===== config.mk =====
export PLATFORM = sky130hd
export DESIGN_NAME = image_mem_arbiter
export DESIGN_NICKNAME = d
export VERILOG_FILES = /design/src/rtl/image_mem_arbiter.sv
export SDC_FILE = /design/constraint.sdc
export NUM_CORES = 1
export LEC_CHECK = 0
export CAP_MARGIN = 20
export CORE_AREA = 3 3 411 413
export CTS_CLUSTER_DIAMETER = 60
export CTS_CLUSTER_SIZE = 16
export DETAILED_ROUTE_END_ITERATION = 10
export DIE_AREA = 0 0 414 416
export SYNTH_ARGS = -nofsm -noshare
export SYNTH_HDL_FRONTEND = slang
export SYNTH_SLANG_ARGS = --single-unit

===== constraint.sdc =====
create_clock -name clk -period 5.7 [get_ports clk]
set_input_delay 1.14 -clock clk [delete_from_list [all_inputs] [get_ports clk]]
set_output_delay 1.14 -clock clk [all_outputs]
set_load 0.03 [all_outputs]

===== src/rtl/image_mem_arbiter.sv =====
// image_mem_arbiter
//   Shares one image memory port between N_REQ line-walker read requesters
//   and a host write path. Host writes take priority; reads are granted
//   round-robin, fully pipelined, and return tagged responses in grant order.
//
// Ports
//   clk, reset            clock, synchronous active-high reset
//   req/req_addr/req_sel/req_half   per-requester read request + payload (packed)
//   gate                  1 = new grants allowed, 0 = drain in-flight reads
//   grant                 combinational one-hot grant
//   host_wr_*             host write request/payload, host_wr_ack pulse
//   mem_addr/which_mem/mem_rd/we/mem_wdata   registered memory port
//   mem_data              read data, valid RD_LAT cycles after mem_rd
//   rsp_val/rsp_id/rsp_data  registered read response
//   busy                  any read in flight or response being presented
module image_mem_arbiter #(
    parameter int N_REQ  = 40,
    parameter int RD_LAT = 2
) (
    input  logic                  clk,
    input  logic                  reset,
    input  logic [N_REQ-1:0]      req,
    input  logic [N_REQ*10-1:0]   req_addr,
    input  logic [N_REQ*10-1:0]   req_sel,
    input  logic [N_REQ-1:0]      req_half,
    input  logic                  gate,
    output logic [N_REQ-1:0]      grant,
    input  logic                  host_wr_val,
    input  logic [9:0]            host_wr_addr,
    input  logic [9:0]            host_wr_sel,
    input  logic [19:0]           host_wr_data,
    output logic                  host_wr_ack,
    output logic [9:0]            mem_addr,
    output logic [9:0]            which_mem,
    output logic                  mem_rd,
    output logic                  we,
    output logic [19:0]           mem_wdata,
    input  logic [19:0]           mem_data,
    output logic                  rsp_val,
    output logic [5:0]            rsp_id,
    output logic signed [8:0]     rsp_data,
    output logic                  busy
);

    logic [5:0]  last_grant;
    logic        eligible;
    logic        found_hi, found_lo, grant_any;
    logic [5:0]  idx_hi, idx_lo, grant_idx;
    logic [9:0]  sel_addr, sel_sel;
    logic        sel_half;

    // Tag pipeline: stage k is visible in cycle t+1+k for a grant in cycle t,
    // so stage RD_LAT lines up with mem_data for that read.
    logic [RD_LAT:0] vld_pipe;
    logic [5:0]      id_pipe   [RD_LAT+1];
    logic            half_pipe [RD_LAT+1];

    assign eligible = gate && !host_wr_val && !reset;

    // Round-robin: first requester strictly above last_grant wins; if none,
    // first requester at or below last_grant (the wrapped part of the search).
    always_comb begin
        found_hi = 1'b0;
        found_lo = 1'b0;
        idx_hi   = '0;
        idx_lo   = '0;
        for (int i = 0; i < N_REQ; i++) begin
            if (eligible && req[i] && !found_hi && (6'(i) > last_grant)) begin
                found_hi = 1'b1;
                idx_hi   = 6'(i);
            end
            if (eligible && req[i] && !found_lo && (6'(i) <= last_grant)) begin
                found_lo = 1'b1;
                idx_lo   = 6'(i);
            end
        end
        grant_any = found_hi || found_lo;
        grant_idx = found_hi ? idx_hi : idx_lo;
    end

    always_comb begin
        grant    = '0;
        sel_addr = '0;
        sel_sel  = '0;
        sel_half = 1'b0;
        for (int i = 0; i < N_REQ; i++) begin
            if (grant_any && (grant_idx == 6'(i))) begin
                grant[i] = 1'b1;
                sel_addr = req_addr[i*10 +: 10];
                sel_sel  = req_sel[i*10 +: 10];
                sel_half = req_half[i];
            end
        end
    end

    always_ff @(posedge clk) begin
        if (reset) begin
            last_grant  <= 6'(N_REQ - 1);
            mem_rd      <= 1'b0;
            we          <= 1'b0;
            host_wr_ack <= 1'b0;
            mem_addr    <= '0;
            which_mem   <= '0;
            mem_wdata   <= '0;
            rsp_val     <= 1'b0;
            rsp_id      <= '0;
            rsp_data    <= '0;
            busy        <= 1'b0;
            vld_pipe    <= '0;
            for (int k = 0; k <= RD_LAT; k++) begin
                id_pipe[k]   <= '0;
                half_pipe[k] <= 1'b0;
            end
        end else begin
            // Memory port: a host write blocks grants, so at most one op.
            we          <= host_wr_val;
            host_wr_ack <= host_wr_val;
            mem_rd      <= grant_any;
            if (host_wr_val) begin
                mem_addr  <= host_wr_addr;
                which_mem <= host_wr_sel;
                mem_wdata <= host_wr_data;
            end else if (grant_any) begin
                mem_addr   <= sel_addr;
                which_mem  <= sel_sel;
                last_grant <= grant_idx;
            end

            vld_pipe[0]  <= grant_any;
            id_pipe[0]   <= grant_idx;
            half_pipe[0] <= sel_half;
            for (int k = 1; k <= RD_LAT; k++) begin
                vld_pipe[k]  <= vld_pipe[k-1];
                id_pipe[k]   <= id_pipe[k-1];
                half_pipe[k] <= half_pipe[k-1];
            end

            rsp_val <= vld_pipe[RD_LAT];
            if (vld_pipe[RD_LAT]) begin
                rsp_id   <= id_pipe[RD_LAT];
                rsp_data <= half_pipe[RD_LAT] ? mem_data[8:0] : mem_data[17:9];
            end

            // Next-cycle view: a new grant or any tag still moving toward rsp_val.
            busy <= grant_any || (|vld_pipe);
        end
    end

endmodule


Yosys cells after proc, flatten, opt, wreduce, memory -nomap -nowiden. Memories as Yosys holds them, arrays and structs flattened. A register that Yosys moved wholly into a read port is not among the register bits. Cells that the tools add are included.

Bits of input ports: 944. RAM bits: 21. Output and inout port bits: 100. Memories: 2. Register bits: 62. Logic and storage cells: 797.

Memories: id_pipe (words 3, width 6, read ports 3, clocked after Yosys merged registers in 1, wr ports 3, RTL line 55) `logic [5:0] id_pipe [RD_LAT+1];`; half_pipe (words 3, width 1, read ports 3, clocked after Yosys merged registers in 0, wr ports 3, RTL line 56) `logic half_pipe [RD_LAT+1];`.

Equality and inequality tests: 39. Muxes and demuxes: 333. Bitwise operators: 7. Reductions and logical operators: 326. Order comparisons: 80.

Operator list (count): 2-to-1 mux 10 bit (84); 2-to-1 mux 6 bit (80); logical AND 1 bit (240); 2-to-1 mux 1 bit (168); == test 6 x 5 -> 1 bit, second input constant (16); > comparator 5 x 6 -> 1 bit, first input constant (16); less-or-equal comparator 5 x 6 -> 1 bit, first input constant (16); zero test 1 bit (80); == test 6 x 4 -> 1 bit, second input constant (8); == test 6 bit, second input constant (8); > comparator 4 x 6 -> 1 bit, first input constant (8); > comparator 6 bit, first input constant (8); less-or-equal comparator 4 x 6 -> 1 bit, first input constant (8); less-or-equal comparator 6 bit, first input constant (8); == test 6 x 3 -> 1 bit, second input constant (4); > comparator 3 x 6 -> 1 bit, first input constant (4); less-or-equal comparator 3 x 6 -> 1 bit, first input constant (4); == test 6 x 2 -> 1 bit, second input constant (2); > comparator 1 x 6 -> 1 bit, first input constant (2); > comparator 2 x 6 -> 1 bit, first input constant (2); less-or-equal comparator 1 x 6 -> 1 bit, first input constant (2); less-or-equal comparator 2 x 6 -> 1 bit, first input constant (2); 2-to-1 mux 9 bit (1); == test 6 x 1 -> 1 bit, second input constant (1); 7 further kinds (13).

Depth between registers and ports, before layout.
Word-level depth: 207. Depth in mapped cells: 24. Depth with buffers taken out: 17.

Least setup slack after synthesis. No wires, ideal clock.

Path kind: input -> output. From: in host_wr_val. To: out grant[14]. Data required time: 4560 ps. Slack: 30 ps. Arrival time: 4530 ps. Path buffers: 4. Stages on the path: 14. Cell sequence: buf_2 -> or3b_4 -> buf_6 -> nor3b_1 -> a311oi_2 -> a41oi_1 -> a21oi_1 -> a211o_1 -> o21a_2 -> nor2_2 -> inv_2 -> buf_4 -> buf_4 -> nor3_1.

Word-level cells in the longest chain between the ends: 166. Elaborated cells between the ends (all ways): 442. Those cells by class: 1 x eq/ne; 160 x mux; 281 x reduce/logical.

Ends and longest elaborated chain: start, declared (RTL line 28) `input logic host_wr_val,`; zero test 1 bit (*) (RTL line 58) `assign eligible = gate && !host_wr_val && !reset;`; logical AND 1 bit (*) (2 in series) (RTL line 58); logical AND 1 bit (RTL line 68, 72); logical AND 1 bit (on tied branches) (RTL line 72, 68); 2-to-1 mux 1 bit (on tied branches) (RTL line 72, 68); zero test 1 bit (on tied branches) (RTL line 72, 68); logical AND 1 bit (on tied branches) (2 in series) (RTL line 72, 68); 2-to-1 mux 1 bit (on tied branches) (RTL line 72, 68); (+147 left out); 2-to-1 mux 1 bit (on tied branches) (RTL line 72, 68); zero test 1 bit (on tied branches) (RTL line 72, 68); logical AND 1 bit (on tied branches) (2 in series) (RTL line 72, 68); 2-to-1 mux 6 bit (tied with other cells) (RTL line 72) `if (eligible && req[i] && !found_lo && (6'(i) <= last_grant)) begin`; 2-to-1 mux 6 bit (RTL line 78) `grant_idx = found_hi ? idx_hi : idx_lo;`; == test 6 x 4 -> 1 bit (RTL line 87) `if (grant_any && (grant_idx == 6'(i))) begin`; logical AND 1 bit (*) (RTL line 87); 2-to-1 mux 1 bit (*) (RTL line 87); end, declared (RTL line 27) `output logic [N_REQ-1:0] grant,`.

Every way passes the cells marked *; elsewhere a longest branch is shown, timed or not.

Final worst setup path.
From: in req[13]. To: reg mem_addr[4].

Word-level cells in the longest chain between the ends: 153. Elaborated cells between the ends (all ways): 394. Those cells by class: 39 x eq/ne; 151 x mux; 204 x reduce/logical.

Ends and longest elaborated chain: start, declared (RTL line 22) `input logic [N_REQ-1:0] req,`; logical AND 1 bit (*) (RTL line 68, 72); logical AND 1 bit (on tied branches) (2 in series) (RTL line 72, 68); 2-to-1 mux 1 bit (on tied branches) (RTL line 72, 68); zero test 1 bit (on tied branches) (RTL line 72, 68); logical AND 1 bit (on tied branches) (2 in series) (RTL line 72, 68); 2-to-1 mux 1 bit (on tied branches) (RTL line 72, 68); zero test 1 bit (on tied branches) (RTL line 72, 68); logical AND 1 bit (on tied branches) (2 in series) (RTL line 72, 68); (+94 left out); logical AND 1 bit (on tied branches) (2 in series) (RTL line 72, 68); 2-to-1 mux 6 bit (tied with other cells) (RTL line 72); 2-to-1 mux 6 bit (RTL line 78); zero test 6 bit (RTL line 87); logical AND 1 bit (RTL line 87); 2-to-1 mux 10 bit (40 in series) (RTL line 87); 2-to-1 mux 10 bit (RTL line 123) `end else if (grant_any) begin`; 2-to-1 mux 10 bit (RTL line 119) `if (host_wr_val) begin`; end signal, assigned (RTL line 120) `mem_addr <= host_wr_addr;`; end signal, assigned (RTL line 124) `mem_addr <= sel_addr;`; end, declared (RTL line 33) `output logic [9:0] mem_addr,`.

Every way passes the cells marked *; elsewhere a longest branch is shown, timed or not. The select of a mux whose other input is x is not followed. A chain may end at the register's enable or synchronous reset.

==> results.md <==
* Clock buffer depth at 2
* Post-synthesis async set-or-reset flop share at 0%
* Worst-skew pair later-pin latency at 0.42 ns
* Commonest cells post-synth: nand2_1, a21oi_1, o21ai_0
* # clock sinks at 88
* Crit path DAT at 5.94 ns
* Critical path launch point type: input pin
* TritonCTS clock tree: yes
* Final Wtd Congestion at 1.00
* Placed insts at 5875
* Ranking of synthesized cells by area: dfxtp_1, nand2_1, a21oi_1, o21ai_0, mux2i_1
* Hold_buf cts at 0
* Largest family of logic cells by synthesized area: compound AO/OA/AOI/OAI gates
* FP Rows at 149
* Total grt overflow at 0
* Max transition margin at 22.1%
* Crit-path slowest cell: or4_4
* Worst-case reg-to-reg path depth at 21
* Final Max Slew Viols at 0
* Crit. End Element: flip-flop
* Fmax achieved at 175 MHz
* Detailed Place HPWL at 183000 um
* Count leader, synth: nand2_1
* DR WL/cell at 34.9 um
* Starting density of the core at 8.71%
* Most used cell, CP: buf_12
* Initial antenna violation count at 103
* Die area at 0.172 mm^2
* # fillers at 18600
* Gr usage total at 23.2%
* Die Height at 416 um
* Final Cell Area at 0.0354 mm^2
* Status: finished, violations left
* Max-cap viol count at 0
* Area occupied by multi-input gates at 0.0124 mm^2
* DR vias/cell at 4.46
* Leak at 13.8 nW
* Clk_skew at 0.0435 ns
* Clock period minus worst slack at 5.71 ns
* Hold path cells at 1
* DRC at 0
* Pwr Density at 625 mW/mm^2
* NumNets Final at 4752
* H-tree levels at 3
* CTS Buf Count at 9
* Clock root cell: clkbuf_16
* Post-synthesis adder-cell area fraction at 0.0696%
* Max incr delay on CP at 0.57 ns
* WP buf/inv at 8
* Critical Path RT at 5.93 ns
* Chip Width at 414 um
* RSZ-0062 raised after global routing: true
* Number of distinct library cells after synthesis at 115
* Post-Layout Cell Count at 6029
* Io pins at 1044
* Register bit count reported by yosys at 88
* DRT Pass-1 Iters at 8
* Synth Area in Simple Gates at 27.8%
* Total number of vias at 26900
* Max Fanout on Critical Path at 9
* Power Total at 22.1 mW
* Antenna Nets Post-Route at 0
* Post-Place Cell Area at 0.0330 mm^2
* Cell taking the most area after synthesis: dfxtp_1
* Vias in the first global route at 26300
* Final WL at 211000 um
* Layout area overhead at 146%
* Actual slew at the worst max-slew pin at 1.17 ns
* Synth warn at 0
* Syn Inst Count at 2150
* Proportion of layout cells with a drive suffix above 1 at 29.8%
* Number of cells on the critical path at 21
* Number of synthesized flops with an enable pin at 0
* Syn_nets at 3094
* Failing checks: setup timing
* CP delay by family, top: compound AO/OA/AOI/OAI gates
* Worst Hold Class: flip-flop to flip-flop
* Mean area per synthesized cell at 6.69 um^2
* Setup_tns at -0.0134 ns
* Final setup margin at -0.0134 ns
* Clk slew on worst S/H paths at 0.12 ns
* Worst path cell trace: dlygate4sd2_1, buf_4, o41ai_2, a221oi_2, a311oi_2, nand2_2, buf_4, or3_4, o21ai_4, o21a_2, nor2_4, buf_12, inv_16, buf_12, nor2_4, buf_12, or4_4, a311o_2, buf_12, a222oi_1, o22ai_1
* Count of final hold-check violations at 0
* Top cell type's share of synthesized area at 12.2%
* Critical path class: input pin to flip-flop
* Fin crit share at 100%
* Maximum vdd ir drop at 0.289 mV
* Port Buf Inserts at 1041
* Sequential cell area at 0.00177 mm^2
* Post-synthesis compound-gate area fraction at 40.9%
* First-pass GRT wire length at 266000 um
* Largest net degree at the start of global routing at 56
* Core Box Area at 0.165 mm^2
* Post-Syn Area at 0.0144 mm^2
* Initial DRC Count at 3117
* Top FF cell, synth: dfxtp_1
* Final setup viols at 1
* Sequential share of the synthesized area at 12.2%
* XOR/XNOR share of the synthesized area at 0%
* Proportion of synthesized area in mux cells at 10.6%
[logic make-up after synthesis]
| logic type | Yosys count |
|---|---|
| AOI/OAI and AO/OA | 856 |
| DFF | 88 |
| buffers and inverters | 247 |
| adders and majority gates | 1 |
| muxes | 123 |
| and+or+nand+nor | 835 |
[registers in the layout, summed over array words and instances, names as in the netlist]
signal      count
rsp_data        9
rsp_id          6
rsp_val         1
mem_addr       10
we              1
mem_wdata      20
busy            1
id_pipe        18
half_pipe       3
last_grant      6
vld_pipe        3
which_mem      10
[final cells by class]
cell class	count	share of cell area, %
antenna	27	0.191
tap	2189	7.74
inverter	55	0.806
clock inverter	7	0.212
multi-input combinational	1816	35.1
sequential	88	5.00
clock buffer	9	0.636
timing repair buffer	1838	50.3
[stage by stage]
| stage | hold WS, ns | setup slack [ns] | utilization, % |
|---|---|---|---|
| global route | 0.439 | -0.0982 | 21.4 |
| finish | 0.428 | -0.0134 | 21.4 |
| CTS | 0.426 | -0.0478 | 21.1 |
| detailed placement | 0.423 | -1.37 | 20.0 |
| global placement | 0.422 | -1.42 | 20.0 |
| floorplan | 0.414 | 0.0300 | - |
[worst register-to-register path, cell delays in order, from the launching register on]
cell and delay, ns:
dfxtp_4 0.40, buf_12 0.16, buf_4 0.18, o41ai_2 0.49
a221oi_2 0.12, a311oi_2 0.42, nand2_2 0.16, buf_4 0.17
or3_4 0.40, o21ai_4 0.17, o21a_2 0.20, nor2_4 0.07
buf_12 0.14, inv_16 0.09, buf_12 0.15, nor2_4 0.06
buf_12 0.13, or4_4 0.58, a311o_2 0.47, buf_12 0.18
a222oi_1 0.54, o22ai_1 0.24
[path summary, 6_finish.rpt]
kind / slack (ns) / from / end
max reg2reg: 0.02 / last_grant[0] / mem_addr[4]
min reg2reg: 0.43 / id_pipe[0][4] / id_pipe[1][4]
min: 0.43 / id_pipe[0][4] / id_pipe[1][4]
max: -0.01 / req[13] / mem_addr[4]
[report_power, final]
| part | total, mW | internal [mW] | switching (mW) |
|---|---|---|---|
| clock network | 0.733 | 0.314 | 0.419 |
| logic | 20.4 | 8.37 | 12.0 |
| registers | 0.967 | 0.802 | 0.164 |
| total | 22.1 | 9.49 | 12.6 |
[metal layers]
layer  up-vias  track usage, %  wire (um)
met5         -               0        226
met4        36            6.96       7590
met3       339            4.32      14800
met2      1556            41.4     105000
met1     13400            28.0      82800
li1      11600               -          -
[cells in the final DEF (no fill, tap or decap), types with 22 or more instances in the layout]
cell	instances
o21ai_0	164
a21oi_1	193
a22oi_1	28
a31oi_1	38
o22ai_1	43
o211ai_1	26
diode_2	27
dfxtp_1	84
a211oi_1	28
nor2_1	153
nand3_1	87
o221ai_1	24
nor3_1	30
a221oi_1	37
nand2_1	343
mux2i_1	81
buf_6	41
clkdlybuf4s50_1	971
inv_1	32
buf_12	101
buf_4	687
nor2b_1	22
[what timing repair did]
| action | CTS | global route |
|---|---|---|
| setup endpoints to repair | 61 | 52 |
| setup buffers | 85 | 31 |
| pin swaps | 69 | 43 |
| gates cloned | 1 | 1 |
| gates resized for setup | 246 | 83 |
Power figures use the tool's default switching activity.
